$ cat src/rtl/isp_frame_cfg_ctrl.sv
// Frame-synchronous configuration controller: host shadow bank, atomic commit to
// the active bank on frame start (or after an idle timeout), geometry check, frame count.
module isp_frame_cfg_ctrl #(
   parameter int unsigned WIDTH      = 1280,
   parameter int unsigned HEIGHT     = 960,
   parameter int unsigned NUM_STAGES = 13,
   parameter int unsigned NUM_REGS   = 32,
   parameter int unsigned ADDR_BITS  = 6,
   parameter int unsigned DATA_BITS  = 16,
   parameter int unsigned TIMEOUT    = 1048576
) (
   input  logic                                pclk,
   input  logic                                rst_n,
   input  logic                                cfg_req,
   input  logic                                cfg_we,
   input  logic [ADDR_BITS-1:0]                cfg_addr,
   input  logic [DATA_BITS-1:0]                cfg_wdata,
   output logic                                cfg_ack,
   output logic [DATA_BITS-1:0]                cfg_rdata,
   input  logic                                commit_req,
   input  logic                                in_href,
   input  logic                                in_vsync,
   output logic [NUM_STAGES-1:0]               stage_en_o,
   output logic [(NUM_REGS-1)*DATA_BITS-1:0]   reg_o,
   output logic                                commit_pending,
   output logic                                commit_done,
   output logic [15:0]                         frame_cnt,
   output logic [1:0]                          geom_err
);

   localparam int unsigned PW = $clog2(WIDTH + 1) + 1;
   localparam int unsigned LW = $clog2(HEIGHT + 1) + 1;
   localparam int unsigned TW = $clog2(TIMEOUT + 1);
   localparam int unsigned RW = (NUM_REGS - 1) * DATA_BITS;
   localparam logic [ADDR_BITS-1:0] LAST_REG = ADDR_BITS'(NUM_REGS - 1);
   localparam logic [ADDR_BITS-1:0] STATUS   = '1;
   localparam logic [TW-1:0]        T_LAST   = TW'(TIMEOUT - 1);
   localparam logic [PW-1:0]        W_EXP    = PW'(WIDTH);
   localparam logic [LW-1:0]        H_EXP    = LW'(HEIGHT);

   typedef enum logic [1:0] {IDLE, PENDING, APPLY} state_t;

   state_t                  state;
   logic                    vs_q, hr_q;
   logic                    vs_rise, vs_fall, hr_rise, hr_fall;
   logic [NUM_STAGES-1:0]   sh_en;
   logic [RW-1:0]           sh_regs;
   logic [TW-1:0]           tcnt;
   logic [PW-1:0]           pix_cnt;
   logic [LW-1:0]           line_cnt;
   logic                    accept, wr, rd;
   logic [DATA_BITS-1:0]    rd_val;
   logic [1:0]              geom_set, geom_clr;

   always_comb begin
      vs_rise = in_vsync & ~vs_q;
      vs_fall = ~in_vsync & vs_q;
      hr_rise = in_href & ~hr_q;
      hr_fall = ~in_href & hr_q;
      // Bank writes wait until the commit has fully landed; reads and status never stall.
      accept  = cfg_req & ~cfg_ack & ~(cfg_we & (cfg_addr <= LAST_REG) & (state != IDLE));
      wr      = accept & cfg_we;
      rd      = accept & ~cfg_we;
      geom_clr    = (wr && cfg_addr == STATUS) ? cfg_wdata[1:0] : 2'b00;
      geom_set[0] = hr_fall & (pix_cnt != W_EXP);
      geom_set[1] = vs_fall & (line_cnt != H_EXP);
      rd_val = '0;
      if (cfg_addr == '0)
         rd_val = DATA_BITS'(sh_en);
      for (int unsigned i = 1; i < NUM_REGS; i++)
         if (cfg_addr == ADDR_BITS'(i))
            rd_val = sh_regs[(i - 1) * DATA_BITS +: DATA_BITS];
      if (cfg_addr == STATUS)
         rd_val = DATA_BITS'({geom_err, commit_pending, frame_cnt[3:0]});
   end

   always_ff @(posedge pclk or negedge rst_n) begin
      if (!rst_n) begin
         state          <= IDLE;
         vs_q           <= 1'b0;
         hr_q           <= 1'b0;
         cfg_ack        <= 1'b0;
         cfg_rdata      <= '0;
         sh_en          <= '0;
         sh_regs        <= '0;
         stage_en_o     <= '0;
         reg_o          <= '0;
         commit_pending <= 1'b0;
         commit_done    <= 1'b0;
         frame_cnt      <= '0;
         geom_err       <= '0;
         tcnt           <= '0;
         pix_cnt        <= '0;
         line_cnt       <= '0;
      end else begin
         vs_q    <= in_vsync;
         hr_q    <= in_href;
         cfg_ack <= accept;
         if (rd)
            cfg_rdata <= rd_val;
         if (wr) begin
            if (cfg_addr == '0)
               sh_en <= cfg_wdata[NUM_STAGES-1:0];
            for (int unsigned i = 1; i < NUM_REGS; i++)
               if (cfg_addr == ADDR_BITS'(i))
                  sh_regs[(i - 1) * DATA_BITS +: DATA_BITS] <= cfg_wdata;
         end

         geom_err <= (geom_err & ~geom_clr) | geom_set;
         if (vs_rise)
            frame_cnt <= frame_cnt + 16'd1;
         // Counters saturate so overlong lines/frames can never alias to the expected size.
         if (hr_rise)
            pix_cnt <= PW'(1);
         else if (in_href && pix_cnt != '1)
            pix_cnt <= pix_cnt + PW'(1);
         if (vs_rise)
            line_cnt <= hr_rise ? LW'(1) : '0;
         else if (hr_rise && in_vsync && line_cnt != '1)
            line_cnt <= line_cnt + LW'(1);

         commit_done <= 1'b0;
         case (state)
            IDLE: begin
               if (commit_req) begin
                  state          <= PENDING;
                  commit_pending <= 1'b1;
                  tcnt           <= '0;
               end
            end
            PENDING: begin
               if (vs_rise || (tcnt >= T_LAST && !in_vsync && !in_href)) begin
                  state          <= APPLY;
                  commit_pending <= 1'b0;
               end else if (tcnt != T_LAST) begin
                  tcnt <= tcnt + TW'(1);
               end
            end
            APPLY: begin
               stage_en_o  <= sh_en;
               reg_o       <= sh_regs;
               commit_done <= 1'b1;
               state       <= IDLE;
            end
            default: state <= IDLE;
         endcase
      end
   end

endmodule

$ cat config.mk
export PLATFORM = sky130hd
export DESIGN_NAME = isp_frame_cfg_ctrl
export DESIGN_NICKNAME = d
export VERILOG_FILES = /design/src/rtl/isp_frame_cfg_ctrl.sv
export SDC_FILE = /design/constraint.sdc
export NUM_CORES = 2
export LEC_CHECK = 0
export CAP_MARGIN = 20
export CORE_ASPECT_RATIO = 1.75
export CORE_MARGIN = 1.5
export CORE_UTILIZATION = 50
export DETAILED_ROUTE_END_ITERATION = 6
export PLACE_DENSITY = 0.73
export RECOVER_POWER = 50
export SLEW_MARGIN = 20
export SYNTH_ARGS = -nofsm -noshare
export SYNTH_HDL_FRONTEND = slang
export SYNTH_SLANG_ARGS = --single-unit
export TNS_END_PERCENT = 100
$ cat constraint.sdc
create_clock -name pclk -period 2.93 [get_ports pclk]
set_clock_uncertainty 0.15 [all_clocks]
set_input_delay 0.879 -clock pclk [delete_from_list [all_inputs] [get_ports pclk]]
set_output_delay 0.879 -clock pclk [all_outputs]
set_load 0.1 [all_outputs]
==> flow_summary.json <==
{
  "grt_pass1_wl_um": 267000,
  "crit_path_top_delay_cell": "or4b_1",
  "hold_class": "flop to flop",
  "slew-limit-headroom": 0.164,
  "cp.arrival_ps": 3360,
  "drcViolationCount": 0,
  "post-place-ws_ps": -998,
  "start_util": 0.506,
  "clk_latency_ps": 740,
  "drt_wl_total_um": 182000,
  "port_buffers": 574,
  "top_layer": "met5",
  "wl_per_cell_um": 27.2,
  "synth.cell_area_sq_um": 47700,
  "met2_length_um": 87700,
  "drv_cap": 0,
  "cp_slowest_stage_delay_ps": 530,
  "p_leak_nw": 32.0,
  "drt_iter0_drc": 3381,
  "ys_seq_elements": 1103,
  "finalCritPeriodShare": 0.998,
  "postSynthAreaPerCell_sq_um": 10.4,
  "antenna_found_initial": 3,
  "synth_area_leaders": "dfrtp_1 58%, nand2_1 13%, mux2_2 13%, clkbuf_1 1.5%, a21oi_1 1.3%",
  "peakVddDrop_mv": 0.629,
  "std_cell_rows": 149,
  "timing.fmax_mhz": 342,
  "drive_gt1_frac": 0.328,
  "numCtsBuffers": 96,
  "async_flop_share": 1.00,
  "finalMaxSlewViolations": 0,
  "synth_edf_count": 0,
  "hold_violations": 0,
  "place_congestion": 1.01,
  "ys_warn_count": 0,
  "grt_pass1_vias": 39400,
  "layout-area-overhead-vs-synth_pct": 26.3,
  "synth.top_cell.area_share": 0.579,
  "synth_top_cell_by_area": "dfrtp_1",
  "ios": 575,
  "status": "completed",
  "setup_ws_ps": 6.36,
  "ys_seq_area_frac": 0.579,
  "dieArea_sq_um": 97300,
  "tns_ps": 0,
  "drtPass1Iterations": 6,
  "reg2reg_slack_ps": 160,
  "htreeDepth": 3,
  "syn-num-nets": 4609,
  "vias": 39400,
  "drt-met1-wl_um": 68400,
  "dp_hpwl_um": 134000,
  "syn_inst": 4574,
  "cts.sinks": 1103,
  "clockBufferDepth": 3,
  "grt_max_degree": 142,
  "min_period_ps": 2920,
  "worst_pin_slew_ps": 1250,
  "via_per_inst": 5.88,
  "wl_met3_um": 12200,
  "synth_ff_type": "dfrtp_1",
  "core-area_sq_um": 94300,
  "crit_type": "input port to flop",
  "crit_chain": "clkdlybuf4s50_1, buf_12, or4b_1, buf_4, nand4_1, o221ai_1, o21ai_1, nand4_1, a2111oi_4, o22ai_1",
  "rsz0062_at_grt": "false",
  "final_nets": 5450,
  "power.density_nw_per_um2": 706,
  "ys_types": 92,
  "ant_nets": 0,
  "globalRoute.totalOverflow": 0,
  "crit_top_cell": "nand4_1",
  "start_kind": "input port",
  "worstSetupEndpointType": "flop",
  "path_clk_slew_ps": 70,
  "path_max_fanout": 8,
  "fillers": 7715,
  "setup_viol": 0,
  "fp.dieW_um": 236,
  "cp_data_required_time_ps": 3370,
  "cts_tree": "built",
  "cts-root-buf": "clkbuf_16",
  "fp.dieH_um": 412,
  "gr-usage-all-layers": 0.374
}
[critical path, delay by kind of cell]
family                 cells  cell delay (ps)
buffers and inverters      3              820
and+or+nand+nor            3              930
AOI/OAI and AO/OA          4              720
[cells in the mapped netlist, drive strengths merged, types with 12 or more instances]
cell / instances
a21oi: 126
a221oi: 16
a22oi: 14
a31oi: 15
and3: 18
buf: 117
clkbuf: 195
dfrtp: 1103
inv: 24
mux2: 536
mux2i: 61
mux4: 20
nand2: 1642
nand2b: 12
nand3: 58
nand4: 16
nor2: 156
nor3: 36
o211ai: 18
o21ai: 122
o221ai: 18
o22ai: 32
xnor2: 33
xor2: 15
[metrics by stage]
stage	hold slack [ps]	instances	utilization	total power [mW]	instance area (sq um)
final	326	6703	0.639	42.5	60200
after detailed placement	313	6520	0.605	29.4	57100
after global placement	310	6520	0.605	29.3	57100
after CTS	330	6698	0.641	42.7	60400
after global routing	348	6701	0.638	43.8	60200
after floorplan	297	4574	-	25.5	47700
[worst paths after layout]
check | from | endpoint | depth (start not counted)
setup / recovery | cfg_addr[4] | cfg_rdata[0]$_DFFE_PN0P_ | 10
setup reg to reg | state[0]$_DFFE_PN0P_ | reg_o[5]$_DFFE_PN0P_ | 6
max in group asynchronous | rst_n | reg_o[399]$_DFFE_PN0P_ | 4
min in group asynchronous | rst_n | sh_regs[114]$_DFFE_PN0P_ | 2
hold reg to reg | reg_o[392]$_DFFE_PN0P_ | reg_o[392]$_DFFE_PN0P_ | 2
hold / removal | reg_o[392]$_DFFE_PN0P_ | reg_o[392]$_DFFE_PN0P_ | 2
[per-layer routing]
metal  vias to the layer above  GRT usage
met2                      1822      0.614
li1                      17000          -
met5                         -          0
met1                     20100      0.460
met4                         2      0.238
met3                       491     0.0639
[repair_timing]
item	CTS	global route
pin swaps	3	9
hold buffers	1	0
gates resized for setup	7	21
hold endpoints to repair	19	0
setup buffers	1	3
endpoints found under the setup margin	7	13
[sequential cells by signal (all words and copies together) (netlist names), 11 cells and up]
| name | flops |
|---|---|
| reg_o | 496 |
| sh_regs | 496 |
| frame_cnt | 16 |
| cfg_rdata | 16 |
| tcnt | 21 |
| pix_cnt | 12 |
| sh_en | 13 |
| stage_en_o | 13 |
| line_cnt | 11 |
[power breakdown]
group	internal [mW]	switching, mW
Combinational	2.44	8.93
Sequential	16.5	1.31
Clock	7.39	5.99
[logic make-up (layout without fill, tap and decap cells)]
logic type	after synthesis	count (layout)	synth area share
AOI/OAI and AO/OA	456	456	0.0607
xor gates and xnor gates	48	48	0.00881
adders and majority gates	6	6	0.00157
buffers and inverters	336	1255	0.0306
DFF	1103	1103	0.579
muxes	617	617	0.149
other	0	2	0
and+or+nand+nor	2008	2008	0.171
[layout make-up]
class	instances	area [sq um]	share of cell area
Clock inverter	38	439	0.00729
Sequential cell	1103	27600	0.458
Inverter	24	97.6	0.00162
Timing Repair Buffer	1055	8860	0.147
Multi-Input combinational cell	3135	18900	0.313
Tap cell	1208	1510	0.0251
Antenna cell	2	5.00	0.0000831
Clock buffer	138	2860	0.0475
[cells in the final DEF (no fill, tap or decap), types with 18 or more instances in the layout]
cell,Yosys,layout
buf_12,0,82
mux2_2,535,535
mux4_2,20,20
nor3_1,31,30
o211ai_1,18,18
buf_2,84,19
clkbuf_8,0,24
o22ai_1,32,32
nor2_1,149,143
a21oi_1,126,124
clkbuf_1,194,34
o21ai_0,118,113
nand3_1,56,56
dfrtp_1,1103,1103
buf_4,20,896
mux2i_1,61,61
nand2_1,1641,1641
xnor2_1,33,33
clkbuf_16,0,99
inv_1,22,21
Note: power is estimated with default switching activity, not from simulation.
